<file path="src/rtl/clk_div_ctrl_if.sv">
// Control and status bundle between a controller and clk_div_ctrl.
// Latency: none, plain wires; no backpressure.
interface clk_div_ctrl_if #(
  parameter int WIDTH     = 32,
  parameter int CNT_WIDTH = 32
);
  logic [1:0]           mode;
  logic                 step_req;
  logic [WIDTH-1:0]     div_value;
  logic                 div_load;
  logic                 clk_sys;
  logic                 tick;
  logic                 running;
  logic                 div_pending;
  logic [CNT_WIDTH-1:0] tick_count;

  modport master (
    output mode, step_req, div_value, div_load,
    input  clk_sys, tick, running, div_pending, tick_count
  );

  modport slave (
    input  mode, step_req, div_value, div_load,
    output clk_sys, tick, running, div_pending, tick_count
  );
endinterface

</file>
<file path="src/rtl/clk_div_ctrl.sv">
// Run/halt/single-step slow-clock divider; CLK_DIV_TICK_COUNT_EN builds the tick counter.
// Latency: clk_sys rises 1 cycle after RUN from halt; no backpressure, mode acts only at half boundaries.
module clk_div_ctrl #(
  parameter int WIDTH     = 32,
  parameter int RESET_DIV = 100000,
  parameter int CNT_WIDTH = 32
) (
  input  logic           clk,
  input  logic           reset,
  clk_div_ctrl_if.slave  bus
);

  typedef enum logic [1:0] {
    S_HALT = 2'd0,
    S_RUN  = 2'd1,
    S_STEP = 2'd2
  } state_t;

  localparam logic [1:0]       MODE_RUN  = 2'b01;
  localparam logic [1:0]       MODE_STEP = 2'b10;
  localparam logic [WIDTH-1:0] RESET_VAL = WIDTH'(RESET_DIV);

  state_t           state, state_nxt;
  logic [WIDTH-1:0] counter, counter_nxt;
  logic [WIDTH-1:0] div_active, shadow, half_last;
  logic             clk_sys_q, clk_sys_nxt;
  logic             tick_q, tick_nxt;
  logic             pending_q, step_q;
  logic             step_edge, boundary, rise, run_req, apply;

  // A zero divisor behaves as one: the half boundary is every cycle.
  assign half_last = (div_active == '0) ? '0 : div_active - WIDTH'(1);
  assign boundary  = (counter == half_last);
  assign run_req   = (bus.mode == MODE_RUN);
  assign step_edge = bus.step_req & ~step_q;

  always_ff @(posedge clk) begin
    if (reset) state <= S_HALT;
    else       state <= state_nxt;
  end

  always_comb begin
    state_nxt = state;
    case (state)
      S_HALT: begin
        if (run_req)
          state_nxt = S_RUN;
        else if ((bus.mode == MODE_STEP) && step_edge)
          state_nxt = S_STEP;
      end
      S_RUN:   if (boundary && !run_req)    state_nxt = S_HALT;
      S_STEP:  if (boundary && !clk_sys_q)  state_nxt = S_HALT;
      default: state_nxt = S_HALT;
    endcase
  end

  always_comb begin
    clk_sys_nxt = clk_sys_q;
    tick_nxt    = 1'b0;
    counter_nxt = counter + WIDTH'(1);
    rise        = 1'b0;
    case (state)
      S_HALT: begin
        clk_sys_nxt = 1'b0;
        counter_nxt = '0;
        if (state_nxt != S_HALT) begin
          clk_sys_nxt = 1'b1;
          tick_nxt    = 1'b1;
        end
      end
      S_RUN, S_STEP: begin
        if (boundary) begin
          counter_nxt = '0;
          if (clk_sys_q) begin
            clk_sys_nxt = 1'b0;
          end else if ((state == S_RUN) && run_req) begin
            clk_sys_nxt = 1'b1;
            tick_nxt    = 1'b1;
            rise        = 1'b1;
          end
        end
      end
      default: begin
        clk_sys_nxt = 1'b0;
        counter_nxt = '0;
      end
    endcase
  end

  // New divisor lands only at a period start so both halves always match.
  assign apply = pending_q & ((state == S_HALT) | rise);

  always_ff @(posedge clk) begin
    if (reset) begin
      counter    <= '0;
      clk_sys_q  <= 1'b0;
      tick_q     <= 1'b0;
      div_active <= RESET_VAL;
      shadow     <= RESET_VAL;
      pending_q  <= 1'b0;
      step_q     <= 1'b0;
    end else begin
      counter   <= counter_nxt;
      clk_sys_q <= clk_sys_nxt;
      tick_q    <= tick_nxt;
      step_q    <= bus.step_req;
      if (apply) begin
        div_active <= shadow;
        pending_q  <= 1'b0;
      end
      if (bus.div_load) begin
        shadow    <= bus.div_value;
        pending_q <= 1'b1;
      end
    end
  end

  assign bus.clk_sys     = clk_sys_q;
  assign bus.tick        = tick_q;
  assign bus.running     = (state != S_HALT);
  assign bus.div_pending = pending_q;

`ifdef CLK_DIV_TICK_COUNT_EN
  logic [CNT_WIDTH-1:0] tick_cnt_q;

  always_ff @(posedge clk) begin
    if (reset)       tick_cnt_q <= '0;
    else if (tick_q) tick_cnt_q <= tick_cnt_q + CNT_WIDTH'(1);
  end

  assign bus.tick_count = tick_cnt_q;
`else
  assign bus.tick_count = {CNT_WIDTH{1'b0}};
`endif

endmodule

</file>
<file path="src/flat_wrapper.sv">
// flat-port wrapper written by rule: the top's interface ports become plain ports
module clk_div_ctrl_flat 
#(
  parameter int WIDTH     = 32,
  parameter int RESET_DIV = 100000,
  parameter int CNT_WIDTH = 32
)
  (clk, reset, bus_mode, bus_step_req, bus_div_value, bus_div_load, bus_clk_sys, bus_tick, bus_running, bus_div_pending, bus_tick_count);
  clk_div_ctrl_if #(.WIDTH(WIDTH), .CNT_WIDTH(CNT_WIDTH)) bus_i ();
  input  logic clk;
  input  logic reset;
  input wire logic [$bits(bus_i.mode)-1:0] bus_mode;
  input wire logic [$bits(bus_i.step_req)-1:0] bus_step_req;
  input wire logic [$bits(bus_i.div_value)-1:0] bus_div_value;
  input wire logic [$bits(bus_i.div_load)-1:0] bus_div_load;
  output wire logic [$bits(bus_i.clk_sys)-1:0] bus_clk_sys;
  output wire logic [$bits(bus_i.tick)-1:0] bus_tick;
  output wire logic [$bits(bus_i.running)-1:0] bus_running;
  output wire logic [$bits(bus_i.div_pending)-1:0] bus_div_pending;
  output wire logic [$bits(bus_i.tick_count)-1:0] bus_tick_count;
  assign bus_i.mode = bus_mode;
  assign bus_i.step_req = bus_step_req;
  assign bus_i.div_value = bus_div_value;
  assign bus_i.div_load = bus_div_load;
  assign bus_clk_sys = bus_i.clk_sys;
  assign bus_tick = bus_i.tick;
  assign bus_running = bus_i.running;
  assign bus_div_pending = bus_i.div_pending;
  assign bus_tick_count = bus_i.tick_count;
  clk_div_ctrl #(.WIDTH(WIDTH), .RESET_DIV(RESET_DIV), .CNT_WIDTH(CNT_WIDTH)) u_core (.clk(clk), .reset(reset), .bus(bus_i));
endmodule
</file>
<file path="config.mk">
export PLATFORM = sky130hd
export DESIGN_NAME = clk_div_ctrl_flat
export DESIGN_NICKNAME = d
export VERILOG_FILES = /design/src/rtl/clk_div_ctrl_if.sv /design/src/rtl/clk_div_ctrl.sv /design/src/flat_wrapper.sv
export SDC_FILE = /design/constraint.sdc
export NUM_CORES = 1
export LEC_CHECK = 0
export CAP_MARGIN = 10
export CORE_MARGIN = 2
export CORE_UTILIZATION = 45
export CTS_BUF_LIST = sky130_fd_sc_hd__clkbuf_2 sky130_fd_sc_hd__clkbuf_4 sky130_fd_sc_hd__clkbuf_8
export CTS_CLUSTER_DIAMETER = 120
export DETAILED_ROUTE_END_ITERATION = 8
export PLACE_DENSITY_LB_ADDON = 0.1
export SLEW_MARGIN = 25
export SYNTH_ARGS = -nofsm -noshare
export SYNTH_HDL_FRONTEND = slang
export SYNTH_SLANG_ARGS = --single-unit
export TNS_END_PERCENT = 50
</file>
<file path="constraint.sdc">
create_clock -name clk -period 5.5 [get_ports clk]
set_clock_uncertainty 0.05 [all_clocks]
set_input_delay 1.1 -clock clk [delete_from_list [all_inputs] [get_ports clk]]
set_output_delay 1.1 -clock clk [all_outputs]
set_load 0.01 [all_outputs]
</file>
# ---- Word level (Yosys, flattened, before mapping)
# Cells that the tools add are included.
dict set report totals {
  ff_bits 102
  in_bits 38
  output_inout_bits 36
  word_cells 50
}
dict set report classes {
  n_addsub 2
  eq_ne 6
  muxes 16
  bitwise 5
  reduce_logical 13
}
# operator count
set ops {}
lappend ops {{$add 32x1->32 const B} 1}
lappend ops {{$eq 32x32->1} 1}
lappend ops {{$logic_not 32->1} 1}
lappend ops {{$mux 32} 1}
lappend ops {{$sub 32x1->32 const B} 1}
lappend ops {{$mux 1} 8}
lappend ops {{$mux 2} 4}
lappend ops {{$pmux 2 s3} 1}
lappend ops {{$reduce_bool 2->1} 3}
lappend ops {{$eq 2x1->1 const B} 2}
lappend ops {{$eq 2x2->1 const B} 2}
lappend ops {{$logic_and 1x1->1} 4}
lappend ops {{$pmux 1 s2} 2}
lappend ops {{$reduce_or 3->1} 1}
lappend ops {{$and 1x1->1} 2}
lappend ops {{$logic_not 1->1} 2}
lappend ops {{$logic_not 2->1} 1}
lappend ops {{$ne 2x1->1 const B} 1}
lappend ops {{$not 1->1} 2}
lappend ops {{$reduce_or 2->1} 1}
lappend ops {{$or 1x1->1} 1}

# ---- Longest topological paths before layout
# Gate-level depths: netlist of run 1.
dict set report depth {
  ltp_word 10
  ltp_mapped 15
  mapped_depth_nobuf 12
}

# ---- Least setup slack after synthesis of run 1
# No wires, ideal clock.
dict set report synth_path {
  path_kind {register -> register}
  start {register u_core.div_active[16]}
  end {register u_core.div_active[7]}
  setup_ps 130
  arrival_ps 3637
  t_required_ps 5320
  setup_slack_ps 1683
  stages_incl_launch_ff 15
  synth_period_minus_slack_ps 3817
  path_cell_list {dfxtp_1 -> buf_2 -> or4_1 -> buf_2 -> or4_4 -> buf_2 -> nor4_1 -> a21oi_1 -> o21a_1 -> or3b_2 -> nor4b_2 -> a32oi_4 -> buf_6 -> mux2i_1 -> nand2_1}
}
dict set report synth_between {
  elab_chain_cells 7
  elab_cells_between_ends 8
}
# item line_no
set synth_lines {}
lappend synth_lines {{start: declaration} clk_div_ctrl.sv:25} ;# logic [WIDTH-1:0] div_active, shadow, half_last;
lappend synth_lines {{start signal: assignment} clk_div_ctrl.sv:108} ;# div_active <= shadow;
lappend synth_lines {{$sub 32x1->32 / $logic_not 32->1 (equally long branches)} clk_div_ctrl.sv:32} ;# assign half_last = (div_active == '0) ? '0 : div_active - WIDTH'(1);
lappend synth_lines {{$mux 32 *} clk_div_ctrl.sv:32}
lappend synth_lines {{$eq 32x32->1 *} clk_div_ctrl.sv:33} ;# assign boundary = (counter == half_last);
lappend synth_lines {{$mux 1 *} clk_div_ctrl.sv:72} ;# if (boundary) begin
lappend synth_lines {{$mux 1 *} clk_div_ctrl.sv:62} ;# case (state)
lappend synth_lines {{$or 1x1->1 *} clk_div_ctrl.sv:91} ;# assign apply = pending_q & ((state == S_HALT) | rise);
lappend synth_lines {{$and 1x1->1 *} clk_div_ctrl.sv:91}
# Every way passes the cells marked *; elsewhere a longest branch is shown, timed or not.
# A chain may end at the register's enable or synchronous reset.

# ---- Worst setup path in the final report of run 1
dict set report layout_path {
  start {register u_core.div_active[16]}
  end {register u_core.div_active[1]}
}
# The elaborated chain is that of the path after synthesis.

==> metrics.cfg, run 1 <==
[routing]
drtPass1Iterations=5
wl_um=14700
vias=4987
first_iter_violations=402
via_per_inst=5.58
drc=0
ant_nets=0
wl_per_cell_um=16.4

[power]
power.density_nw_per_um2=223
clkPwrFrac_pct=32.4
power_frac_comb_pct=13.7
power_leakage_nw=2.82
peakVddDrop_v=0.000161
power.switching_w=0.000428
switching_share_pct=29.2
pwr-share-seq_pct=53.8
p_int_w=0.00104

[sta]
tns_ns=0
setup_ws_ns=0.869
timing.final.crit_share_pct=84.2
worstMarginPinSlew_ns=0.956
report.final.slew_viol_count=0
final.min_clock_period_ns=4.63
fmax_ghz=0.216
holdWs_ns=0.429
setup_violations=0
finalHoldViolations=0
rsz0062_at_grt=no
maxSlewHeadroom_pct=36.3

[critical_path]
cp.required_ns=5.72
crit_path_max_fanout=34
arrival_ns=4.85
startpoint_type=flip-flop
critical_path.max_stage_delay_ns=0.71
crit_family=simple AND/OR/NAND/NOR gates
critical_path_buf_inv_count=1
worstPathCellList=or4_1 > nor4_1 > nand3_1 > o21a_1 > o32ai_1 > nand3_1 > nor4_4 > a32oi_4 > buf_4 > mux2i_1 > nor2_1
criticalPathCategory=flip-flop to flip-flop
end_kind=flip-flop
critPathMostFrequentCell=nand3_1
cp_slowest_cell=or4_1

[logic_synthesis]
ys_seq_elements=102
yosys.area.top_type=dfxtp_1
synth.most_common_cell=dfxtp_1
ys_seq_area_share_pct=33.9
synthArstFlopShare_pct=0
netlist_area_um2=6020
yosysTopAreaCellShare_pct=33.9
synth_commonest_cells=102 x dfxtp_1, 84 x nor2_1, 62 x mux2i_1
ys.flop_type=dfxtp_1
synth_edf_count=0
netlist_instances=702
synth_warnings=0
synth_area_leaders=dfxtp_1 34%, mux2i_1 10%, xnor2_1 5.4%
synth_area_per_cell_um2=8.58
synth.distinct_cells=73

[status]
outcome=completed

[job]
max_cap_viol_count=0

[cells_and_area]
fill_cells=1307
nNetsFinal=756
drive_gt1_share_pct=5.30
syn2layout_area_growth_pct=8.93
antennaDiodeCount=0
design_area_um2=6560
fin_util_pct=49.9

[clocking]
clk_pin_slew_ns=0.11
numCtsBuffers=9
cts_root_buf=clkbuf_8
htreeDepth=3
cts-resized-gates=0
ctsLongestPathBuffers=2
clock_latency_ns=0.40
cts_hold_buf=0
cts_tree=done
post_cts_buffers=0
clock_sinks=102

[global_routing]
grt_first_pass_wirelength_um=23900
grt_pass1_vias=4512
grt_usage_pct=21.2
antenna_found_initial=0
grt_max_degree=58
overflow=0

[floorplanning]
die_x_um=120
ios=74
core_area_um2=13100
rows=42
dieArea_um2=14300
start_util_pct=45.8
fp.dieH_um=120

[placed_design]
dp_slack_ns=0.947
portBuffers=41
hpwl_um=11100
place_area_um2=6370
routabilityCongestion=0.919

[hold_path]
hp-class=flip-flop to flip-flop

## worst paths after layout
check                                                   startpoint                           endpoint  slack (ns)  depth (start not counted)
worst max-delay path            u_core.div_active[16]$_SDFFE_PP1P_  u_core.div_active[1]$_SDFFE_PP0P_        0.87                         11
worst min-delay path                 u_core.shadow[7]$_SDFFE_PP1P_  u_core.div_active[7]$_SDFFE_PP1P_        0.43                          2
worst max register to register  u_core.div_active[16]$_SDFFE_PP1P_  u_core.div_active[1]$_SDFFE_PP0P_        0.87                         11
worst min register to register       u_core.shadow[7]$_SDFFE_PP1P_  u_core.div_active[7]$_SDFFE_PP1P_        0.43                          2
## stage by stage
step,cells,power [W]
detailed placement,877,0.00101
CTS,893,0.00148
floorplan,733,0.000959
finish,893,0.00147
global placement,877,0.00100
global route,893,0.00155
## cell families (layout without fill, tap and decap cells)
family / count (synthesis) / after routing / share of synthesized area, %
compound gates: 81 / 81 / 10.2
xor+xnor: 57 / 57 / 8.99
fa+ha+maj: 6 / 6 / 1.25
buf+inv: 96 / 80 / 8.43
flops: 102 / 102 / 33.9
mux: 63 / 63 / 10.5
other cells: 1 / 32 / 0.0623
simple gates: 296 / 296 / 26.7
## power groups by stage
stage / Combinational [W] / Sequential, W / Clock, W
2_1_floorplan: 0.000163 / 0.000796 / 0
3_3_place_gp: 0.000197 / 0.000805 / 0
3_5_place_dp: 0.000201 / 0.000806 / 0
4_1_cts: 0.000202 / 0.000789 / 0.000493
5_1_grt: 0.000222 / 0.000794 / 0.000531
6_report: 0.000202 / 0.000789 / 0.000476
## cell type report
class / count / area [um2] / share of cell area [%]
clock inverter: 6 / 57.6 / 0.877
multi-input combinational: 535 / 3600 / 54.9
sequential: 102 / 2040 / 31.1
clock buffer: 10 / 131 / 2.00
timing repair buffer: 46 / 438 / 6.67
tap: 176 / 220 / 3.36
inverter: 18 / 67.6 / 1.03
## layout by cell type (no fill, tap or decap), types with 4 or more instances in the layout
| master | n |
|---|---|
| nor3b_1 | 4 |
| nor3_1 | 15 |
| inv_1 | 18 |
| nand2_1 | 46 |
| o31a_1 | 4 |
| mux2i_1 | 62 |
| o41ai_1 | 6 |
| clkbuf_8 | 9 |
| buf_4 | 5 |
| ha_1 | 6 |
| xor2_1 | 17 |
| nand2b_1 | 4 |
| nor2_1 | 84 |
| nand4b_1 | 6 |
| nand4_1 | 11 |
| clkdlybuf4s50_1 | 39 |
| or3_1 | 9 |
| dfxtp_1 | 102 |
| conb_1 | 32 |
| a21oi_1 | 10 |
| o32ai_1 | 5 |
| and3_1 | 38 |
| a31oi_1 | 4 |
| nand3_1 | 26 |
| o21ai_0 | 11 |
| o31ai_1 | 8 |
| o211ai_1 | 6 |
| or2_2 | 4 |
| inv_6 | 4 |
| xnor2_1 | 37 |
| nor4_1 | 13 |
| or4_1 | 10 |
## per-layer routing
layer  track usage (%)  part of all wire [%]
met2              32.3                    44
met3              4.99                   6.2
met4              5.37                   1.6
met1              30.2                    49
met5                 0                     0
## worst min-delay path, cell delays in order, from the launching register on
cell and delay (ns):
dfxtp_1 0.34, mux2i_1 0.07, nand2_1 0.06
## registers in the layout (all words and copies together), names as in the netlist
register                cells
u_core.counter             32
u_core.div_active          32
u_core.shadow              32
u_core.state                2
u_core.bus.clk_sys          1
u_core.bus.div_pending      1
u_core.bus.tick             1
u_core.step_q               1
(Power assumes the default switching activity.)
==> run 2, diff against run 1 <==
Clock period 5.5 ns to 4.3 ns, I/O delays scaled along.
==> metrics.cfg, run 2 (synthesis results as in run 1) <==
[cells_and_area]
reg.largest.list=u_core.counter x32, u_core.div_active x32, u_core.shadow x32
mostFrequentLayoutCell=dfxtp_1
fin_util_pct=51.4
drive_gt1_share_pct=8.50
layout_common_cells=102 x dfxtp_1, 84 x nor2_1, 62 x mux2i_1, 46 x nand2_1, 39 x clkdlybuf4s50_1
syn2layout_area_growth_pct=12.1
fill_cells=1257
nNetsFinal=780
regArea_um2=2040
antennaDiodeCount=0
multi_input_area_um2=3600
final_cells=917

[clocking]
cts_tree=done
ctsLongestPathBuffers=2
htreeDepth=3
cts-resized-gates=0
numCtsBuffers=9
post_cts_buffers=0
clk_pin_slew_ns=0.10
cts_root_buf=clkbuf_8
clock_latency_ns=0.40
clock_sinks=102
cts_hold_buf=0

[routing]
wl_um=14900
via_per_inst=5.54
wl_per_cell_um=16.3
drtPass1Iterations=4
vias=5079
first_iter_violations=385
drc=0
ant_nets=0

[floorplanning]
die_x_um=120
ios=74
core_area_um2=13100
dieArea_um2=14300
start_util_pct=45.8
rows=42
fp.dieH_um=120

[global_routing]
overflow=0
grt_pass1_vias=4769
grt_usage_pct=21.7
antenna_found_initial=0
grt_max_degree=58
grt_first_pass_wirelength_um=24400

[sta]
timing.final.crit_share_pct=94.3
rsz0062_at_grt=no
finalHoldViolations=0
report.final.slew_viol_count=0
setup_violations=0
worstMarginPinSlew_ns=0.947
fmax_ghz=0.247
maxSlewHeadroom_pct=36.9
tns_ns=0
holdWs_ns=0.437
final.min_clock_period_ns=4.05

[power]
power.density_nw_per_um2=279
peakVddDrop_v=0.000256
power_leakage_nw=2.95

[placed_design]
hpwl_um=11400
routabilityCongestion=0.928
dp_cells=901
portBuffers=41

[critical_path]
end_kind=flip-flop
startpoint_type=flip-flop
arrival_ns=4.26
crit_path_max_fanout=34
cp.required_ns=4.51
criticalPathCategory=flip-flop to flip-flop

[job]
max_cap_viol_count=0

[hold_path]
hp-class=flip-flop to flip-flop

[status]
outcome=completed

## run 2: cell types whose count changed in the layout (fill, tap and decap cells not counted)
cell / before / now
buf_4: 5 / 28
a31oi_4: 1 / 0
clkinv_8: 0 / 1
inv_1: 18 / 17
a31oi_2: 0 / 1
inv_2: 0 / 1
buf_12: 0 / 1
inv_8: 2 / 1
## run 2: per-stage QoR
step           power [W]  instance area (um2)  worst slack [ns]
3_3_place_gp     0.00130                 6560             0.275
2_1_floorplan    0.00123                 6140             0.483
5_1_grt          0.00197                 6750            0.0213
6_report         0.00189                 6750             0.247
3_5_place_dp     0.00131                 6560             0.229
4_1_cts          0.00191                 6750             0.198
## run 2: layout make-up
cell class	instances	area share, %
Clock buffer	10	1.95
Multi-Input combinational cell	535	53.3
Clock inverter	6	0.927
Sequential cell	102	30.3
Timing Repair Buffer	70	9.34
Inverter	18	1.00
Tap cell	176	3.26
## run 2: per-layer routing
layer	GRT usage [%]	share of wire (%)	vias up
met1	30.1	50	2401
li1	-	-	2517
met3	3.33	4.1	22
met5	0	0	-
met4	8.38	2.5	0
met2	33.8	44	139
## run 2: report_power, final
part	switching, W	total, W	leakage (nW)	internal [W]
sequential	0.0000272	0.00100	0.831	0.000977
clock	0.000367	0.000601	0.100	0.000234
combinational	0.000150	0.000280	2.01	0.000130
total	0.000544	0.00189	2.95	0.00134
## run 2: path summary, 6_finish.rpt
check / startpoint / endpoint / slack [ns] / cells after the start
max reg2reg: u_core.div_active[13]$_SDFFE_PP0P_ / u_core.div_active[5]$_SDFFE_PP1P_ / 0.25 / 11
max: u_core.div_active[13]$_SDFFE_PP0P_ / u_core.div_active[5]$_SDFFE_PP1P_ / 0.25 / 11
min: u_core.shadow[10]$_SDFFE_PP1P_ / u_core.div_active[10]$_SDFFE_PP1P_ / 0.44 / 2
min reg2reg: u_core.shadow[10]$_SDFFE_PP1P_ / u_core.div_active[10]$_SDFFE_PP1P_ / 0.44 / 2
## run 2: worst max-delay path: stages (launching register included)
cell      delay (ns)
dfxtp_1         0.39
or4_1           0.65
or4_4           0.62
nor4b_4         0.29
mux2_1          0.22
or3b_1          0.36
a2111o_1        0.39
nor4_4          0.31
a32oi_4         0.16
buf_12          0.21
mux2i_1         0.17
nand2_1         0.07
==> run 3, diff against run 2 <==
Settings changed: CORE_UTILIZATION 45 to 36, PLACE_DENSITY from default to 0.62, PLACE_DENSITY_LB_ADDON 0.1 to default.
==> metrics.cfg, run 3 (synthesis results as in run 1) <==
[status]
outcome=completed

[placed_design]
dp_slack_ns=0.370
routabilityCongestion=0.977
portBuffers=41
hpwl_um=10500

[job]
max_cap_viol_count=0

[critical_path]
end_kind=flip-flop
startpoint_type=flip-flop
arrival_ns=4.13
worstPathCellList=or4_1 > or3_1 > or4_1 > xnor2_1 > o21a_1 > o32ai_1 > nor4b_2 > a32oi_4 > buf_12 > mux2i_1 > nand2_1
critPathMostFrequentCell=or4_1
critical_path_buf_inv_count=1
cp_slowest_cell=or3_1
critical_path.max_stage_delay_ns=0.60
crit_path_max_fanout=34
crit_family=simple AND/OR/NAND/NOR gates
cp.required_ns=4.49
criticalPathCategory=flip-flop to flip-flop

[power]
peakVddDrop_v=0.000199
p_total_w=0.00195
power.density_nw_per_um2=288
power_leakage_nw=2.90

[routing]
first_iter_violations=350
via_per_inst=5.22
drc=0
wl_per_cell_um=14.7
vias=4957
ant_nets=0
wl_um=14000
drtPass1Iterations=5

[clocking]
cts-resized-gates=0
clk_pin_slew_ns=0.10
post_cts_buffers=0
cts_root_buf=clkbuf_8
numCtsBuffers=9
htreeDepth=3
cts_tree=done
clock_latency_ns=0.39
clock_sinks=102
ctsLongestPathBuffers=2
cts_hold_buf=0

[sta]
report.final.slew_viol_count=0
timing.final.crit_share_pct=91.6
tns_ns=0
finalHoldViolations=0
final.min_clock_period_ns=3.94
fmax_ghz=0.254
setup_violations=0
worstMarginPinSlew_ns=0.962
rsz0062_at_grt=no
setup_ws_ns=0.362
maxSlewHeadroom_pct=35.8

[floorplanning]
start_util_pct=36.6
ios=74
core_area_um2=16500
rows=47
dieArea_um2=17800
die_x_um=133
fp.dieH_um=133

[cells_and_area]
fill_cells=1685
drive_gt1_share_pct=7.12
antennaDiodeCount=0
syn2layout_area_growth_pct=12.2
layout_common_cells=102 x dfxtp_1, 84 x nor2_1, 62 x mux2i_1, 46 x nand2_1, 39 x clkdlybuf4s50_1
nNetsFinal=770
mostFrequentLayoutCell=dfxtp_1
fin_util_pct=41.0
reg.largest.list=u_core.counter x32, u_core.div_active x32, u_core.shadow x32

[global_routing]
grt_first_pass_wirelength_um=23600
grt_max_degree=58
overflow=0
antenna_found_initial=0
grt_usage_pct=16.4
grt_pass1_vias=4602

[hold_path]
hp-class=flip-flop to flip-flop

-- run 3: changes by cell type in the layout (fill, tap and decap cells not counted), sizes merged --
cell | previous run | this run
buf | 31 | 21
inv | 23 | 20
bufinv | 0 | 2
clkinvlp | 0 | 2
clkbuf | 10 | 9
clkinv | 1 | 0
-- run 3: final timing paths --
kind,depth (start not counted),slack [ns],to,start
max,11,0.36,u_core.div_active[9]$_SDFFE_PP1P_,u_core.div_active[9]$_SDFFE_PP1P_
min reg2reg,2,0.44,u_core.div_active[5]$_SDFFE_PP1P_,u_core.shadow[5]$_SDFFE_PP1P_
min,2,0.44,u_core.div_active[5]$_SDFFE_PP1P_,u_core.shadow[5]$_SDFFE_PP1P_
max reg2reg,11,0.36,u_core.div_active[9]$_SDFFE_PP1P_,u_core.div_active[9]$_SDFFE_PP1P_
-- run 3: routing by layer --
metal | up-vias | routed length (um) | global-route usage [%]
met5 | - | 0 | 0
met2 | 133 | 6140 | 25.4
met1 | 2300 | 6940 | 22.3
met4 | 0 | 299 | 5.73
li1 | 2501 | - | -
met3 | 23 | 625 | 3.69
-- run 3: final cells by class --
cell class                      instances  area (um2)  share of cell area, %
Clock buffer                            9         124                   1.83
Clock inverter                          6        95.1                   1.41
Inverter                               18        67.6                   1.00
Multi-Input combinational cell        535        3600                   53.2
Sequential cell                       102        2040                   30.2
Tap cell                              220         275                   4.07
Timing Repair Buffer                   60         556                   8.22
-- run 3: per-stage QoR --
step                      cell area [um2]  instances  hold slack, ns
after global placement               6540        935           0.415
after floorplan                      6140        733           0.391
after CTS                            6760        950           0.444
after detailed placement             6540        935           0.417
final                                6760        950           0.442
after global routing                 6760        950           0.451
-- run 3: worst reg2reg max path: stages, from the launching register on --
cell	delay, ns
dfxtp_1	0.37
or4_1	0.57
or3_1	0.60
or4_1	0.54
xnor2_1	0.17
o21a_1	0.19
o32ai_1	0.29
nor4b_2	0.36
a32oi_4	0.17
buf_12	0.21
mux2i_1	0.20
nand2_1	0.07
-- run 3: where the power goes --
part           internal (W)  switching, W  leakage (nW)
Sequential         0.000977     0.0000300         0.831
Clock              0.000330      0.000339         0.104
Combinational      0.000126      0.000144          1.96
Total               0.00143      0.000514          2.90
